[src/rtl/fifo_uart_tx.sv]
// fifo_uart_tx: pops bytes from a FIFO and serialises each one LSB first as an 8N1/8N2 UART frame on tx.
module fifo_uart_tx #(
    parameter int CLKS_PER_BIT = 16,
    parameter int STOP_BITS    = 1
) (
    input  logic       clk,
    input  logic       rst,
    input  logic       enable,
    input  logic       fifo_empty,
    output logic       fifo_rd_en,
    input  logic [7:0] fifo_rd_data,
    output logic       tx,
    output logic       busy,
    output logic       byte_done
);
    localparam int BW = $clog2(CLKS_PER_BIT);
    localparam logic [BW-1:0] BAUD_LAST = BW'(CLKS_PER_BIT - 1);
    localparam logic [2:0] STOP_LAST = 3'(STOP_BITS - 1);
    typedef enum logic [2:0] {IDLE, FETCH, CAPTURE, START, DATA, STOP} state_t;
    state_t state_q, state_d;
    logic [BW-1:0] baud_q, baud_d;
    logic [2:0] bit_q, bit_d;
    logic [7:0] shift_q, shift_d;
    logic tx_q, tx_d, rd_en_q, rd_en_d, busy_q, busy_d, done_q, done_d;
    logic go, baud_end, timed;
    assign go = enable && !fifo_empty;
    assign baud_end = baud_q == BAUD_LAST;
    assign timed = state_q inside {START, DATA, STOP};
    always_comb begin
        state_d = state_q;
        bit_d = bit_q;
        shift_d = shift_q;
        baud_d = (timed && !baud_end) ? baud_q + BW'(1) : '0;
        case (state_q)
            IDLE:    state_d = go ? FETCH : IDLE;
            FETCH:   state_d = CAPTURE;
            CAPTURE: begin
                state_d = START;
                shift_d = fifo_rd_data;
                bit_d = '0;
            end
            START:   state_d = baud_end ? DATA : START;
            DATA:    if (baud_end) begin
                shift_d = shift_q >> 1;
                bit_d = bit_q + 3'd1;
                state_d = (bit_q == 3'd7) ? STOP : DATA;
            end
            STOP:    if (baud_end) begin
                bit_d = (bit_q == STOP_LAST) ? 3'd0 : bit_q + 3'd1;
                state_d = (bit_q != STOP_LAST) ? STOP : go ? FETCH : IDLE;
            end
            default: state_d = IDLE;
        endcase
        // outputs are decoded from the next state so the registered pins line up with state_q
        tx_d = (state_d == START) ? 1'b0 : (state_d == DATA) ? shift_d[0] : 1'b1;
        rd_en_d = state_d == FETCH;
        busy_d = state_d != IDLE;
        done_d = state_d == STOP && baud_d == BAUD_LAST && bit_d == STOP_LAST;
    end
    always_ff @(posedge clk) begin
        if (!rst) begin
            state_q <= IDLE;
            baud_q <= '0;
            bit_q <= '0;
            shift_q <= '0;
            tx_q <= 1'b1;
            rd_en_q <= 1'b0;
            busy_q <= 1'b0;
            done_q <= 1'b0;
        end else begin
            state_q <= state_d;
            baud_q <= baud_d;
            bit_q <= bit_d;
            shift_q <= shift_d;
            tx_q <= tx_d;
            rd_en_q <= rd_en_d;
            busy_q <= busy_d;
            done_q <= done_d;
        end
    end
    assign tx = tx_q;
    assign fifo_rd_en = rd_en_q;
    assign busy = busy_q;
    assign byte_done = done_q;
endmodule

[config.mk]
export PLATFORM = sky130hd
export DESIGN_NAME = fifo_uart_tx
export DESIGN_NICKNAME = d
export VERILOG_FILES = /design/src/rtl/fifo_uart_tx.sv
export SDC_FILE = /design/constraint.sdc
export NUM_CORES = 1
export LEC_CHECK = 0
export BUFFER_PORTS_ARGS = -buffer_cell sky130_fd_sc_hd__buf_2
export CAP_MARGIN = 0
export CORE_MARGIN = 2
export CORE_UTILIZATION = 54
export CTS_CLUSTER_SIZE = 40
export DETAILED_ROUTE_END_ITERATION = 8
export GPL_TIMING_DRIVEN = 0
export MAX_ROUTING_LAYER = met4
export PLACE_DENSITY_LB_ADDON = 0.25
export SLEW_MARGIN = 5
export SYNTH_ARGS = -nofsm -noshare
export SYNTH_HDL_FRONTEND = slang
export SYNTH_SLANG_ARGS = --single-unit
[constraint.sdc]
create_clock -name clk -period 2.6 [get_ports clk]
set_input_delay 0.26 -clock clk [delete_from_list [all_inputs] [get_ports clk]]
set_output_delay 0.26 -clock clk [all_outputs]
set_load 0.005 [all_outputs]
==> results.py, run 1 <==
metrics = {
    "layout": {
        "fin_area_mm2": 0.00121,
        "syn_to_final_growth_pct": 13.6,
        "mostFrequentLayoutCells": "dfxtp_1, buf_2, nand2_1, a22oi_1, a21boi_0",
        "n_antenna_cell": 0,
        "drive_above_1_share": 0.203,
        "layout_commonest_cell": "dfxtp_1",
        "fillers": 174,
        "nets": 155,
        "final_core_util": 0.638,
    },
    "synth": {
        "syn_area_per_cell_um2": 8.97,
        "netlist.area_leader.share": 0.413,
        "ys.flop_type": "dfxtp_1",
        "syn_nets": 135,
        "yosysUniqueCellTypes": 36,
        "syn_inst": 119,
        "yosysWarningCount": 0,
        "synth-edff-count": 0,
        "ys_seq_elements": 22,
        "synth.area.top_cells": "dfxtp_1, a21boi_0, a22oi_1",
        "synthArstFlopShare": 0,
        "syn_area_mm2": 0.00107,
        "synth_area_leader_cell": "dfxtp_1",
        "synth_seq_area_share": 0.413,
    },
    "setup_path": {
        "path_buf_inv": 1,
        "crit_fanout": 9,
        "required_ns": 2.84,
        "path_cells": "ha_1 > and3_1 > buf_6 > a31oi_1 > o221a_2 > or4_4 > nor4_2",
        "crit_path_start_kind": "flop",
        "cpPeakStageDelay_ns": 0.52,
        "cp_top_family": "simple AND/OR/NAND/NOR gates",
        "rr_endpoint": "byte_done$_SDFF_PN0_",
        "slowest_stage": "or4_4",
        "path_class": "flop to flop",
        "arrival_ns": 2.34,
        "ff2ff_setup_slack_ns": 0.50,
        "cp-end-kind": "flop",
        "r2r_cells": 7,
        "r2r-start": "baud_q[0]$_SDFF_PN0_",
    },
    "global_routing": {
        "grtUsageTotal": 0.207,
        "grt_use_met1": 0.234,
        "antenna_found_initial": 0,
        "met2_usage": 0.361,
        "first_global_vias": 850,
        "grt_util_met3": 0.0278,
        "gr-max-usage-layer": "met2",
        "grt_max_degree": 13,
        "grt_pass1_wl_um": 3670,
        "grt_overflow_total": 0,
    },
    "sta": {
        "setup_slack_ns": 0.503,
        "setup_viol": 0,
        "fin_crit_ns": 2.10,
        "rsz0062_at_grt": "false",
        "drv_slew": 0,
        "setup-tns-final_ns": 0,
        "hold_viol": 0,
        "relSlewSlack": 0.620,
        "clock_skew_ns": 0.00197,
        "fmax_ghz": 0.477,
        "period_share": 0.807,
        "worst_pin_slew_ns": 0.568,
    },
    "clock_network": {
        "clock-sinks": 22,
        "cts_hold_buf": 0,
        "cts_tree": "built",
        "htreeDepth": 1,
        "cts.clk_slew.worst_paths_ns": 0.12,
        "cts_inserted_buffers": 3,
        "postCtsSetupBuffers": 0,
        "cts_resized": 0,
        "clock_path_buffers": 2,
        "insertion_delay_ns": 0.32,
        "cts-root-buf": "clkbuf_4",
    },
    "outcome": {
        "outcome": "completed",
    },
    "route": {
        "firstDrtPassIters": 4,
        "drc": 0,
        "ant_nets": 0,
        "drt-total-wl_um": 2130,
        "vias": 943,
        "drt_iter0_markers": 13,
        "post_drt_wl_per_cell_um": 12.9,
        "vias_per_cell": 5.72,
    },
    "die": {
        "fp.dieW_um": 48.5,
        "core_area_mm2": 0.00190,
        "die_h_um": 48.5,
        "dieArea_mm2": 0.00235,
        "start_util": 0.561,
        "rows": 16,
        "pin_count": 16,
    },
    "power": {
        "p_leak_nw": 0.486,
        "power_uw": 655,
        "powerDensity_mw_per_mm2": 540,
        "vdd_drop_max_uv": 362,
    },
    "worst_hold_path": {
        "worstHoldStart": "fifo_rd_data[7]",
        "hold_end": "shift_q[7]$_SDFFE_PN0P_",
        "whs_path_depth": 3,
        "hold_path_class": "input port to flop",
    },
    "place": {
        "dp_slack_ns": 0.511,
        "portBuffers": 15,
        "gp_congestion": 0.891,
        "hpwl_um": 1610,
        "place_area_mm2": 0.00118,
    },
    "run": {
        "cap_violations": 0,
    },
}
## synth_stat cells (all sizes together) (2+ instances only)
master and n:
and2b 2, a21oi 5, mux2i 2, nor2 6, a221oi 2, ha 4, nand3 4, nor2b 5
a21boi 7, nor3 4, inv 5, and3 3, a31oi 2, a22oi 7, nand2 10, clkbuf 3
nor3b 3, and2 4, o21ai 6, dfxtp 22, buf 2
## worst reg2reg max path, delay by kind of cell (launching register included)
kind | cells | cell delay [ns]
and+or+nand+nor | 3 | 0.84
buffers and inverters | 1 | 0.13
AOI/OAI and AO/OA | 2 | 0.38
DFF | 1 | 0.42
adders and majority gates | 1 | 0.25
## cell families after synthesis
kind of cell	count (synthesis)	synth area share
buffers and inverters	10	0.0434
XOR/XNOR	1	0.00821
AO/OA/AOI/OAI	32	0.205
adder cells (fa/ha/maj)	4	0.0469
AND/OR/NAND/NOR	48	0.265
multiplexers	2	0.0188
flip-flops	22	0.413
## layout make-up
type | instances | area [um^2] | area share
inverters | 5 | 18.8 | 0.0155
flip-flops and latches | 22 | 440 | 0.363
multi-input cells | 87 | 581 | 0.479
clock buffers | 4 | 36.3 | 0.0299
well taps | 27 | 33.8 | 0.0279
plain buffers | 5 | 27.5 | 0.0227
repair buffers | 15 | 75.1 | 0.0619
## metal layers
layer | share of wire | routed length (um)
met1 | 0.44 | 945
met2 | 0.51 | 1090
met3 | 0.022 | 46
met4 | 0.024 | 52
met5 | 0 | 0
## per-stage QoR
step	instances	hold slack (ns)
2_1_floorplan	119	0.400
3_3_place_gp	161	0.451
3_5_place_dp	161	0.467
4_1_cts	165	0.214
5_1_grt	165	0.223
6_report	165	0.210
## sequential cells by signal, summed over array words and instances (netlist names)
register and flops:
baud_q 4, fifo_rd_en 1, state_q 3, bit_q 3, byte_done 1, busy 1
tx 1, shift_q 8
## power by group
part	internal, mW	switching [mW]	leakage, nW
logic	0.0442	0.0566	0.286
registers	0.356	0.00677	0.179
clock network	0.0858	0.105	0.0210
## how the worst max path moves through the flow
| stage | slack [ns] | to | cells past startpoint | start |
|---|---|---|---|---|
| after global placement | 0.54 | byte_done$_SDFF_PN0_ | 7 | baud_q[0]$_SDFF_PN0_ |
| after detailed placement | 0.51 | byte_done$_SDFF_PN0_ | 7 | baud_q[0]$_SDFF_PN0_ |
| after CTS | 0.49 | byte_done$_SDFF_PN0_ | 7 | baud_q[0]$_SDFF_PN0_ |
| final | 0.50 | byte_done$_SDFF_PN0_ | 7 | baud_q[0]$_SDFF_PN0_ |
| after floorplan | 0.68 | byte_done$_SDFF_PN0_ | 7 | baud_q[0]$_SDFF_PN0_ |
| after global routing | 0.34 | tx$_SDFF_PN1_ | 6 | baud_q[0]$_SDFF_PN0_ |
Note: power is estimated with default switching activity, not from simulation.
==> run 2, diff against run 1 <==
--- a/config.mk
+++ b/config.mk
@@ -5,10 +5,11 @@
 export SDC_FILE = /design/constraint.sdc
 export NUM_CORES = 1
 export LEC_CHECK = 0
+export ABC_AREA = 1
 export BUFFER_PORTS_ARGS = -buffer_cell sky130_fd_sc_hd__buf_2
 export CAP_MARGIN = 0
 export CORE_MARGIN = 2
-export CORE_UTILIZATION = 54
+export CORE_UTILIZATION = 56
 export CTS_CLUSTER_SIZE = 40
 export DETAILED_ROUTE_END_ITERATION = 8
 export GPL_TIMING_DRIVEN = 0
==> constraint.sdc (replaced) <==
create_clock -name clk -period 2.16 [get_ports clk]
set_input_delay 0.216 -clock clk [delete_from_list [all_inputs] [get_ports clk]]
set_output_delay 0.216 -clock clk [all_outputs]
set_load 0.005 [all_outputs]
==> run 2 against run 1 <==
- flip-flop and latch count is the same
- maximum frequency up 34%
- first-iteration DRC count rose by 62%
- clock power up 67%
- worst hold slack got worse by 0.080 ns
- largest power group unchanged
==> results.py, run 2 <==
metrics = {
    "sta": {
        "final.hold.worst_slack_ns": 0.131,
        "setup-tns-final_ns": 0,
        "rsz0062_at_grt": "false",
        "setup_slack_ns": 0.593,
        "worst_pin_slew_ns": 0.270,
        "fin_crit_ns": 1.57,
        "fmax_ghz": 0.638,
        "hold_viol": 0,
        "drv_slew": 0,
        "setup_viol": 0,
        "period_share": 0.726,
        "relSlewSlack": 0.820,
        "clock_skew_ns": 0.00621,
    },
    "route": {
        "post_drt_wl_per_cell_um": 12.1,
        "ant_nets": 0,
        "drt_iter0_markers": 21,
        "vias": 1171,
        "vias_per_cell": 5.27,
        "drc": 0,
        "firstDrtPassIters": 4,
        "drt-total-wl_um": 2680,
    },
    "clock_network": {
        "clock_path_buffers": 2,
        "insertion_delay_ns": 0.32,
        "cts_tree": "built",
        "cts-root-buf": "clkbuf_4",
        "htreeDepth": 1,
        "clock-sinks": 22,
        "cts_inserted_buffers": 3,
        "cts_hold_buf": 0,
        "cts_resized": 0,
        "postCtsSetupBuffers": 0,
        "cts.clk_slew.worst_paths_ns": 0.13,
    },
    "die": {
        "rows": 17,
        "start_util": 0.578,
        "pin_count": 16,
        "fp.dieW_um": 51.1,
        "die_h_um": 51.1,
        "dieArea_mm2": 0.00261,
        "core_area_mm2": 0.00215,
    },
    "setup_path": {
        "crit_fanout": 7,
        "cp-end-kind": "flop",
        "required_ns": 2.43,
        "r2r-start": "baud_q[0]$_SDFF_PN0_",
        "rr_endpoint": "byte_done$_SDFF_PN0_",
        "arrival_ns": 1.84,
        "crit_path_start_kind": "flop",
        "r2r_cells": 9,
        "path_class": "flop to flop",
        "ff2ff_setup_slack_ns": 0.59,
    },
    "layout": {
        "largest_register_ffs": 8,
        "fin_area_mm2": 0.00140,
        "syn_to_final_growth_pct": 13.1,
        "top_regs": "shift_q (8), baud_q (4)",
        "layout_commonest_cell": "nand2_1",
        "fillers": 183,
        "final_core_util": 0.653,
        "nets": 211,
        "n_antenna_cell": 0,
        "regMostFlops": "shift_q",
        "mostFrequentLayoutCells": "nand2_1, dfxtp_1, nand3_1, inv_1, buf_2",
        "drive_above_1_share": 0.222,
    },
    "synth": {
        "yosysMostFrequentCell": "nand2_1",
        "synth_area_leader_cell": "dfxtp_1",
        "synth_seq_area_share": 0.355,
        "syn_inst": 175,
        "syn_nets": 191,
        "yosysUniqueCellTypes": 27,
        "netlist.area_leader.share": 0.355,
        "syn_area_per_cell_um2": 7.09,
        "syn_area_mm2": 0.00124,
        "synth.area.top_cells": "dfxtp_1, nand2_1, nand3_1",
        "ys_seq_elements": 22,
        "ys.flop_type": "dfxtp_1",
        "synth_commonest_cells": "nand2_1, dfxtp_1, nand3_1",
        "synthArstFlopShare": 0,
        "synth-edff-count": 0,
        "yosysWarningCount": 0,
    },
    "power": {
        "vdd_drop_max_uv": 490,
        "powerDensity_mw_per_mm2": 604,
        "p_leak_nw": 0.726,
    },
    "place": {
        "dp_slack_ns": 0.618,
        "hpwl_um": 2110,
        "portBuffers": 15,
        "place_area_mm2": 0.00135,
        "gp_congestion": 0.872,
    },
    "outcome": {
        "outcome": "completed",
    },
    "global_routing": {
        "grt_overflow_total": 0,
        "grt_pass1_wl_um": 4540,
        "first_global_vias": 1133,
        "grt_max_degree": 14,
        "grtUsageTotal": 0.236,
        "antenna_found_initial": 0,
    },
    "worst_hold_path": {
        "hold_path_class": "input port to flop",
        "worstHoldStart": "rst",
        "whs_path_depth": 3,
        "hold_end": "state_q[1]$_SDFF_PN0_",
    },
    "run": {
        "cap_violations": 0,
    },
}
## run 2: changes by cell type in the layout (fill, tap and decap cells not counted), sizes merged, moves of 3 or more
| cell | delta |
|---|---|
| nor2 | +15 |
| nand3 | +20 |
| nor3b | -3 |
| nand2 | +46 |
| clkbuf | -4 |
| and3 | -3 |
| a21boi | -7 |
| and2 | -4 |
| nor2b | -5 |
| o21ai | -3 |
| inv | +16 |
## run 2: worst max path at each step
stage                               startpoint               endpoint  slack [ns]  depth (start not counted)
after floorplan           baud_q[0]$_SDFF_PN0_   byte_done$_SDFF_PN0_        0.78                          9
after global placement    baud_q[0]$_SDFF_PN0_  fifo_rd_en$_SDFF_PN0_        0.65                          8
after detailed placement  baud_q[0]$_SDFF_PN0_  fifo_rd_en$_SDFF_PN0_        0.62                          8
after CTS                 baud_q[0]$_SDFF_PN0_   byte_done$_SDFF_PN0_        0.59                          9
after global routing       bit_q[0]$_SDFF_PN0_        busy$_SDFF_PN0_        0.41                         11
final                     baud_q[0]$_SDFF_PN0_   byte_done$_SDFF_PN0_        0.59                          9
## run 2: cells by family after synthesis
kind of cell | synth area share
buffers and inverters | 0.0837
and+or+nand+nor | 0.430
adders and majority gates | 0.0403
DFF | 0.355
AOI/OAI and AO/OA | 0.0766
xor gates and xnor gates | 0.0141
## run 2: area by class of cell
| class | count | area (um^2) | area share |
|---|---|---|---|
| multi-input cells | 128 | 697 | 0.496 |
| flip-flops and latches | 22 | 440 | 0.314 |
| inverters | 22 | 82.6 | 0.0588 |
| repair buffers | 15 | 75.1 | 0.0535 |
| well taps | 28 | 35.0 | 0.0250 |
| clock inverters | 1 | 30.0 | 0.0214 |
| clock buffers | 3 | 22.5 | 0.0160 |
| plain buffers | 3 | 21.3 | 0.0152 |
## run 2: worst max-delay path: stages (launching register included)
cell and delay [ns]:
dfxtp_1 0.38, ha_1 0.25, nand2_1 0.11, nor2_4 0.19, nand3_1 0.11, nand2_2 0.13, nand2_1 0.09, nor2_2 0.10
nand2_1 0.08, nor2_2 0.07
## run 2: layer usage
metal  vias to the layer above  GRT usage  wire length [um]
met4                         0      0.104                40
met3                         5     0.0263               124
li1                        602          -                 -
met5                         -          -                 0
met1                       537      0.260              1170
met2                        27      0.426              1340
## run 2: report_power, final
part | internal (mW) | leakage (nW) | switching (mW) | total, mW
registers | 0.422 | 0.178 | 0.00821 | 0.430
logic | 0.0374 | 0.519 | 0.0612 | 0.0987
clock network | 0.188 | 0.0279 | 0.131 | 0.319
total | 0.647 | 0.726 | 0.200 | 0.847
## run 2: stage by stage
stage | cells | total power [mW]
finish | 222 | 0.847
detailed placement | 218 | 0.536
CTS | 222 | 0.851
global route | 222 | 0.877
floorplan | 175 | 0.505
global placement | 218 | 0.532
==> run 3, diff against run 2 <==
==> constraint.sdc (replaced) <==
create_clock -name clk -period 1.6 [get_ports clk]
set_input_delay 0.16 -clock clk [delete_from_list [all_inputs] [get_ports clk]]
set_output_delay 0.16 -clock clk [all_outputs]
set_load 0.005 [all_outputs]
==> run 3 against run 2 <==
- sequential share of layout area shrank 0.80 points
- sequential power increased by 35%
- critical path type unchanged
- die area unchanged
- clock power is 35% higher
- setup slack lost 0.50 ns
- clock-buffer cell count is the same
- highest routed layer unchanged
- worst hold slack got worse by 0.055 ns
- final cell count is 0.90% higher
- core utilization grew 2.1 points
- critical path depth up 1
==> results.py, run 3 (synthesized netlist as in run 2, its figures left out) <==
metrics = {
    "outcome": {
        "outcome": "completed",
    },
    "layout": {
        "register_area_um2": 443,
        "syn_to_final_growth_pct": 16.7,
        "top_regs": "shift_q (8), baud_q (4)",
        "instances_no_fill": 224,
        "fillers": 184,
        "nets": 213,
        "drive_above_1_share": 0.276,
        "layout_commonest_cell": "nand2_1",
        "mostFrequentLayoutCells": "nand2_1, dfxtp_1, nand3_1, inv_1, buf_2",
        "largest_register_ffs": 8,
        "multiInputGateArea_um2": 724,
        "regMostFlops": "shift_q",
        "fin_area_mm2": 0.00145,
        "n_antenna_cell": 0,
    },
    "clock_network": {
        "cts.clk_slew.worst_paths_ns": 0.13,
        "htreeDepth": 1,
        "clock-sinks": 22,
        "cts_inserted_buffers": 3,
        "insertion_delay_ns": 0.31,
        "cts_tree": "built",
        "clock_path_buffers": 2,
        "cts-root-buf": "clkbuf_4",
    },
    "route": {
        "ant_nets": 0,
        "post_drt_wl_per_cell_um": 12.5,
        "firstDrtPassIters": 4,
        "drt-total-wl_um": 2810,
        "vias_per_cell": 5.40,
        "vias": 1209,
        "drt_iter0_markers": 42,
        "drc": 0,
    },
    "die": {
        "fp.dieW_um": 51.1,
        "rows": 17,
        "dieArea_mm2": 0.00261,
        "core_area_mm2": 0.00215,
        "die_h_um": 51.1,
        "start_util": 0.578,
        "pin_count": 16,
    },
    "sta": {
        "setup-tns-final_ns": 0,
        "hold_viol": 0,
        "fin_crit_ns": 1.51,
        "period_share": 0.942,
        "fmax_ghz": 0.664,
        "relSlewSlack": 0.820,
        "rsz0062_at_grt": "true",
        "drv_slew": 0,
        "worst_pin_slew_ns": 0.270,
        "setup_slack_ns": 0.0930,
        "setup_viol": 0,
        "clock_skew_ns": 0.00607,
    },
    "global_routing": {
        "antenna_found_initial": 0,
        "grt_max_degree": 14,
        "grtUsageTotal": 0.236,
        "grt_pass1_wl_um": 4540,
        "first_global_vias": 1133,
        "grt_overflow_total": 0,
    },
    "setup_path": {
        "required_ns": 1.87,
        "cp-end-kind": "flop",
        "crit_path_start_kind": "flop",
        "ff2ff_setup_slack_ns": 0.09,
        "crit_fanout": 7,
        "arrival_ns": 1.78,
        "path_class": "flop to flop",
    },
    "power": {
        "powerDensity_mw_per_mm2": 791,
        "vdd_drop_max_uv": 641,
        "power_mw": 1.15,
        "p_leak_nw": 0.736,
    },
    "place": {
        "gp_congestion": 0.872,
        "dp_slack_ns": 0.0575,
        "place_area_mm2": 0.00135,
        "portBuffers": 15,
        "hpwl_um": 2110,
        "dpl.cell_count": 218,
    },
    "worst_hold_path": {
        "hold_path_class": "input port to flop",
    },
    "run": {
        "cap_violations": 0,
    },
}
run 3: cell count changes in the layout (fill, tap and decap cells not counted), moves of 2 or more:
cell	previous run	this run
dfxtp_1	22	20
nand2_2	2	4
nand2_1	53	51
dfxtp_2	0	2
ha_1	4	2
buf_4	0	2
run 3: final cells by class:
| type | instances | share of cell area |
|---|---|---|
| timing repair buffer | 17 | 0.0622 |
| clock inverter | 1 | 0.0207 |
| clock buffer | 3 | 0.0155 |
| sequential | 22 | 0.306 |
| tap | 28 | 0.0242 |
| inverter | 22 | 0.0570 |
| buffer | 3 | 0.0147 |
| multi-input combinational | 128 | 0.500 |
run 3: timing repair:
action	4_1_cts	5_1_grt
resized for setup	0	12
buffers inserted	0	2
hold buffers	0	0
endpoints found under the setup margin	0	7
run 3: worst paths after layout:
kind                           startpoint                       to  cells past startpoint
setup / recovery     baud_q[1]$_SDFF_PN0_     byte_done$_SDFF_PN0_                     10
setup reg to reg     baud_q[1]$_SDFF_PN0_     byte_done$_SDFF_PN0_                     10
hold / removal                        rst    state_q[1]$_SDFF_PN0_                      3
hold reg to reg   shift_q[6]$_SDFFE_PN0P_  shift_q[6]$_SDFFE_PN0P_                      2
run 3: metal layers:
layer	share of wire	track usage	vias up
met3	0.051	0.0263	9
met4	0.024	0.104	0
met5	0	-	-
met1	0.43	0.260	555
met2	0.50	0.426	39
li1	-	-	606
run 3: stage by stage:
step / utilization / hold WS [ns]
floorplan: - / 0.276
global route: 0.674 / 0.115
detailed placement: 0.629 / 0.399
CTS: 0.653 / 0.0655
global placement: 0.629 / 0.399
finish: 0.674 / 0.0751
run 3: worst max-delay path, stage by stage (launching register included):
cell,delay [ns]
dfxtp_1,0.39
ha_4,0.17
nand2_1,0.09
nor2_4,0.22
buf_4,0.14
nand2_1,0.05
nand3_1,0.08
nand3_2,0.09
nor2_2,0.09
nand2_2,0.06
nor2_2,0.06
run 3: where the power goes:
| group | leakage (nW) | switching (mW) | internal [mW] |
|---|---|---|---|
| combinational | 0.528 | 0.0843 | 0.0512 |
| clock | 0.0279 | 0.176 | 0.253 |
| sequential | 0.179 | 0.0113 | 0.570 |
